## config.mk

```make
export PLATFORM = sky130hd
export DESIGN_NAME = dmem_arbiter
export DESIGN_NICKNAME = d
export VERILOG_FILES = /design/src/rtl/dmem_arbiter.sv
export SDC_FILE = /design/constraint.sdc
export NUM_CORES = 1
export LEC_CHECK = 0
export ABC_CLOCK_PERIOD_IN_PS = 2300
export CORE_ASPECT_RATIO = 0.5
export CORE_MARGIN = 2
export CORE_UTILIZATION = 37
export CTS_CLUSTER_SIZE = 16
export DETAILED_ROUTE_END_ITERATION = 8
export GPL_TIMING_DRIVEN = 0
export PLACE_DENSITY = 0.8
export SYNTH_ARGS = -nofsm -noshare
export SYNTH_HDL_FRONTEND = slang
export SYNTH_SLANG_ARGS = --single-unit
export TNS_END_PERCENT = 100
```

## constraint.sdc

```tcl
create_clock -name clk -period 2.3 [get_ports clk]
set_input_delay 0.575 -clock clk [delete_from_list [all_inputs] [get_ports clk]]
set_output_delay 0.575 -clock clk [all_outputs]
set_load 0.01 [all_outputs]
```

## src/rtl/dmem_arbiter.sv

```systemverilog
// ---------------------------------------------------------------------------
// dmem_arbiter
//
// Two-port arbiter and sequencer for a single-ported, byte-addressed data
// memory that acts on the falling clock edge (one read or one write per
// cycle). Port 0 is the processor load/store path, port 1 the loader/DMA
// path. One requester is granted at a time. Misaligned or out-of-range
// accesses are rejected without touching memory.
//
// Build option:
//   DMEM_ARB_RR_EN  defined   -> round-robin tie breaking (reset favours 0)
//                   undefined -> fixed priority, port 0 always wins ties
//
// Ports:
//   clk, reset            clock, synchronous active-high reset
//   req0/req1             access request per port
//   we0/we1               1 = write, 0 = read
//   addr0/addr1           byte address
//   wdata0/wdata1         write data
//   gnt0/gnt1             one-cycle pulse: request accepted, inputs latched
//   done0/done1           one-cycle pulse: access complete
//   err0/err1             high together with done when access was rejected
//   rdata                 read word, valid while any done is high
//   mem_address           memory address
//   mem_write_data        memory write data
//   mem_read, mem_write   memory strobes (never both high)
//   mem_read_data         memory read data (produced at the negedge)
// ---------------------------------------------------------------------------
module dmem_arbiter #(
  parameter int MEM_WORDS = 256
) (
  input  logic        clk,
  input  logic        reset,
  input  logic        req0,
  input  logic        req1,
  input  logic        we0,
  input  logic        we1,
  input  logic [31:0] addr0,
  input  logic [31:0] addr1,
  input  logic [31:0] wdata0,
  input  logic [31:0] wdata1,
  output logic        gnt0,
  output logic        gnt1,
  output logic        done0,
  output logic        done1,
  output logic        err0,
  output logic        err1,
  output logic [31:0] rdata,
  output logic [31:0] mem_address,
  output logic [31:0] mem_write_data,
  output logic        mem_read,
  output logic        mem_write,
  input  logic [31:0] mem_read_data
);

  // Highest legal word-aligned byte address.
  localparam logic [31:0] LAST_ADDR = 32'(4 * MEM_WORDS - 4);

  typedef enum logic [1:0] {
    ST_IDLE   = 2'd0,
    ST_ACCESS = 2'd1,
    ST_RESP   = 2'd2
  } state_t;

  state_t      state_q;
  logic        port_q;       // port index of the command in flight
  logic        we_q;         // direction of the command in flight
  logic        prio_q;       // 1 = port 1 wins the next tie
  logic        gnt0_q, gnt1_q;
  logic        done0_q, done1_q;
  logic        err0_q, err1_q;
  logic [31:0] rdata_q;
  logic [31:0] mem_address_q;
  logic [31:0] mem_write_data_q;
  logic        mem_read_q, mem_write_q;

  // Arbitration result for the current inputs; only used on cycles where
  // the FSM is able to accept a new command (IDLE or RESP).
  logic        win_d;
  logic        sel_we_d;
  logic [31:0] sel_addr_d;
  logic [31:0] sel_wdata_d;
  logic        valid_d;
  logic        prio_d;

  always_comb begin
    win_d       = (req0 && req1) ? prio_q : req1;
    sel_we_d    = win_d ? we1    : we0;
    sel_addr_d  = win_d ? addr1  : addr0;
    sel_wdata_d = win_d ? wdata1 : wdata0;
    valid_d     = (sel_addr_d[1:0] == 2'b00) && (sel_addr_d <= LAST_ADDR);
`ifdef DMEM_ARB_RR_EN
    // The port just granted yields the next tie.
    prio_d      = ~win_d;
`else
    prio_d      = 1'b0;
`endif
  end

  always_ff @(posedge clk) begin
    if (reset) begin
      state_q          <= ST_IDLE;
      port_q           <= 1'b0;
      we_q             <= 1'b0;
      prio_q           <= 1'b0;
      gnt0_q           <= 1'b0;
      gnt1_q           <= 1'b0;
      done0_q          <= 1'b0;
      done1_q          <= 1'b0;
      err0_q           <= 1'b0;
      err1_q           <= 1'b0;
      rdata_q          <= 32'd0;
      mem_address_q    <= 32'd0;
      mem_write_data_q <= 32'd0;
      mem_read_q       <= 1'b0;
      mem_write_q      <= 1'b0;
    end else begin
      // All handshake pulses and strobes last a single cycle.
      gnt0_q      <= 1'b0;
      gnt1_q      <= 1'b0;
      done0_q     <= 1'b0;
      done1_q     <= 1'b0;
      err0_q      <= 1'b0;
      err1_q      <= 1'b0;
      mem_read_q  <= 1'b0;
      mem_write_q <= 1'b0;

      case (state_q)
        ST_ACCESS: begin
          // Memory has acted at the mid-cycle negedge; close the access.
          state_q <= ST_RESP;
          done0_q <= ~port_q;
          done1_q <= port_q;
          if (!we_q) begin
            rdata_q <= mem_read_data;
          end
        end

        default: begin
          // IDLE and RESP both arbitrate, so back-to-back commands never
          // pass through IDLE.
          if (req0 || req1) begin
            port_q <= win_d;
            we_q   <= sel_we_d;
            prio_q <= prio_d;
            gnt0_q <= ~win_d;
            gnt1_q <= win_d;
            if (valid_d) begin
              state_q          <= ST_ACCESS;
              mem_address_q    <= sel_addr_d;
              mem_write_data_q <= sel_wdata_d;
              mem_read_q       <= ~sel_we_d;
              mem_write_q      <= sel_we_d;
            end else begin
              // Rejected: respond immediately, memory is never strobed.
              state_q <= ST_RESP;
              done0_q <= ~win_d;
              done1_q <= win_d;
              err0_q  <= ~win_d;
              err1_q  <= win_d;
            end
          end else begin
            state_q <= ST_IDLE;
          end
        end
      endcase
    end
  end

  assign gnt0           = gnt0_q;
  assign gnt1           = gnt1_q;
  assign done0          = done0_q;
  assign done1          = done1_q;
  assign err0           = err0_q;
  assign err1           = err1_q;
  assign rdata          = rdata_q;
  assign mem_address    = mem_address_q;
  assign mem_write_data = mem_write_data_q;
  assign mem_read       = mem_read_q;
  assign mem_write      = mem_write_q;

endmodule
```

==> out/qor.csv <==
stage,metric,value,unit
final_layout,nNetsFinal,1009,
sta,slew_viol_final,0,
power,p_int,2928,uW
grt,grt_antenna_before_repair,0,
floorplan,die-area,12950,sq um
floorplan,initial_core_util,0.3774,
yosys,syn-num-nets,728,
detailed_routing,dr_wl_met2,7735,microns
floorplan,die_height,81.49,microns
yosys,synth_cell_types,33,
floorplan,row_count,28,
sta,tns,0,ns
setup_path,critPathMaxFanout,10,
power,power_switching,882.8,uW
yosys,seq_area_frac_synth,0.4866,
yosys,synth.area.top_cells,"dfxtp_1 (49%), nand2_1 (16%), a21oi_1 (8.3%), nand3_1 (4.5%), o21ai_0 (4.5%)",
setup_path,critPathLaunchType,input pin,
job,max_cap_viol_count,0,
setup_path,critPathArrivalTime,2.45,ns
detailed_routing,met1_length,6370,microns
yosys,netlist_area,4443,sq um
yosys,synth-edff-count,0,
power,powerDensity,497.1,nW/um^2
clock_network,clockRootBuffer,clkbuf_16,
yosys,netlist_instances,562,
yosys,synth_flop_cell,dfxtp_1,
clock_network,clock_latency,0.35,ns
detailed_routing,vias,4895,
setup_path,required,2.54,ns
clock_network,clk_path_buf_depth,2,
clock_network,cts.clk_slew.worst_paths,0.07,ns
final_layout,drive_gt1_frac,0.08491,
yosys,yosysTopAreaCell,dfxtp_1,
placed_design,routabilityCongestion,0.8066,
power,clkPwrFrac,0.385,
detailed_routing,top_layer,met4,
run_status,status,completed,
floorplan,core,11770,sq um
sta,final-setup-viol-count,0,
floorplan,die_w,159.0,microns
power,power_frac_comb,0.122,
clock_network,cts_htree_levels,3,
placed_design,numPortBuffers,268,
setup_path,r2r_setup_slack,0.74,ns
hold_path,min_path_type,flop to flop,
sta,setup_slack,0.09574,ns
sta,fmax,453.7,MHz
yosys,synth_top_cell_area_share,0.4866,
clock_network,cts_num_sinks,108,
yosys,yosysWarnings,0,
setup_path,crit_type,input pin to flop,
grt,grt_max_degree,20,
yosys,syn_area_per_cell,7.906,sq um
detailed_routing,drtIter0Drc,297,
detailed_routing,wirelength,15080,microns
final_layout,finalCoreUtilization,0.6511,
sta,fin_worst_skew,0.006830,ns
detailed_routing,post_drt_via_cell_ratio,4.832,
grt,grt_use_total,0.2233,
detailed_routing,dr.pass1.iters,4,
placed_design,dp_hpwl,11740,microns
sta,hold_viol_final,0,
setup_path,critPathCaptureType,flop,
detailed_routing,ant_nets,0,
sta,fin_crit_sh,0.9584,
clock_network,cts_inserted_buffers,9,
sta,max_slew_margin,0.5592,
yosys,yosysMostFrequentCell,nand2_1,
floorplan,boundaryPins,270,
grt,grt.overflow.total,0,
detailed_routing,drcViolationCount,0,
sta,worst_pin_slew,0.6611,ns
power,p_seq_frac,0.493,
detailed_routing,routed-wl-met3,661,microns
grt,grt_pass1_vias,4784,
grt,grt_pass1_wl,23310,microns
power,ir_drop,0.3594,mV
power,power.share.switching,0.2317,
final_layout,syn_to_final_growth,72.51,%
power,power.leakage,0.002878,uW
clock_network,cts_tree,yes,
detailed_routing,routedWlPerCell,14.88,microns
yosys,synth-seq-cells,108,
yosys,synthTopCellsByCount,"nand2_1 (185), dfxtp_1 (108), a21oi_1 (74)",
final_layout,antenna_cells,0,
placed_design,pre_cts_ws,-0.4248,ns
sta,hold_slack,0.4561,ns
yosys,synthArstFlopShare,0,
sta,period_minus_slack,2.204,ns
[cells by family after synthesis]
logic type | share of synthesized area
buffers and inverters | 0.05717
DFF | 0.4866
AOI/OAI and AO/OA | 0.1470
muxes | 0.009856
and+or+nand+nor | 0.2994
[final cells by class]
class | instances | area (sq um)
multi-input combinational | 410 | 2043
fill | 1004 | 4106
clock buffer | 9 | 225.2
buffer | 43 | 255.2
timing repair buffer | 270 | 2713
sequential | 108 | 2162
clock inverter | 7 | 56.30
tap | 165 | 206.4
inverter | 1 | 3.754
[worst max-delay path: stages]
cell	delay (ns)
clkdlybuf4s50_1	0.54
nor2b_1	0.14
buf_2	0.20
nand4_2	0.17
a21oi_4	0.35
a21oi_4	0.14
buf_6	0.17
and2_4	0.15
[metal layers]
metal | global-route usage | up-vias
met3 | 0.04242 | 22
met4 | 0.07182 | 0
met1 | 0.2675 | 2307
met2 | 0.4162 | 142
met5 | 0 | -
li1 | - | 2424
[placed cells by master (no fill, tap or decap), types with 4 or more instances in the layout]
| master | netlist | final |
|---|---|---|
| nand2_1 | 185 | 185 |
| nor3_1 | 7 | 7 |
| clkdlybuf4s50_1 | 0 | 267 |
| and2_1 | 6 | 6 |
| a21oi_1 | 74 | 74 |
| nor2_1 | 6 | 6 |
| nor4_1 | 7 | 5 |
| o21ai_0 | 40 | 37 |
| dfxtp_1 | 108 | 108 |
| clkbuf_1 | 24 | 20 |
| clkbuf_16 | 0 | 9 |
| clkbuf_2 | 4 | 8 |
| nand3_1 | 40 | 40 |
| nor4_2 | 2 | 4 |
| buf_6 | 11 | 11 |
| and2_4 | 20 | 20 |
[power groups by stage]
stage | logic, uW | registers (uW) | clock network (uW)
final | 465 | 1880 | 1470
after floorplan | 125 | 1930 | 0
after global placement | 456 | 1920 | 0
after global routing | 501 | 1880 | 1570
after CTS | 464 | 1880 | 1500
after detailed placement | 459 | 1920 | 0
[repair_timing]
item | 4_1_cts | 5_1_grt
hold buffers | 0 | 0
setup buffers | 0 | 2
setup endpoints to repair | 55 | 67
pin swaps | 0 | 2
resized for setup | 1 | 14
[path summary, 6_finish.rpt]
kind	end	start	cells past startpoint
setup / recovery	mem_address[22]	req1	8
hold / removal	rdata[2]	rdata[2]	2
hold reg to reg	rdata[2]	rdata[2]	2
setup reg to reg	mem_address[22]	state_q[1]	6
[stage by stage]
step / instances / area (sq um) / total power [uW]
3_5_place_dp: 995 / 7332 / 2383
5_1_grt: 1013 / 7665 / 3947
3_3_place_gp: 995 / 7332 / 2379
2_1_floorplan: 562 / 4443 / 2050
4_1_cts: 1011 / 7620 / 3839
6_report: 1013 / 7665 / 3810
[sequential cells by signal, indices dropped and copies added, names as in the netlist, 2 cells and up]
name            count
state_q             2
mem_write_data     32
rdata              32
mem_address        32
(Power assumes the default switching activity.)
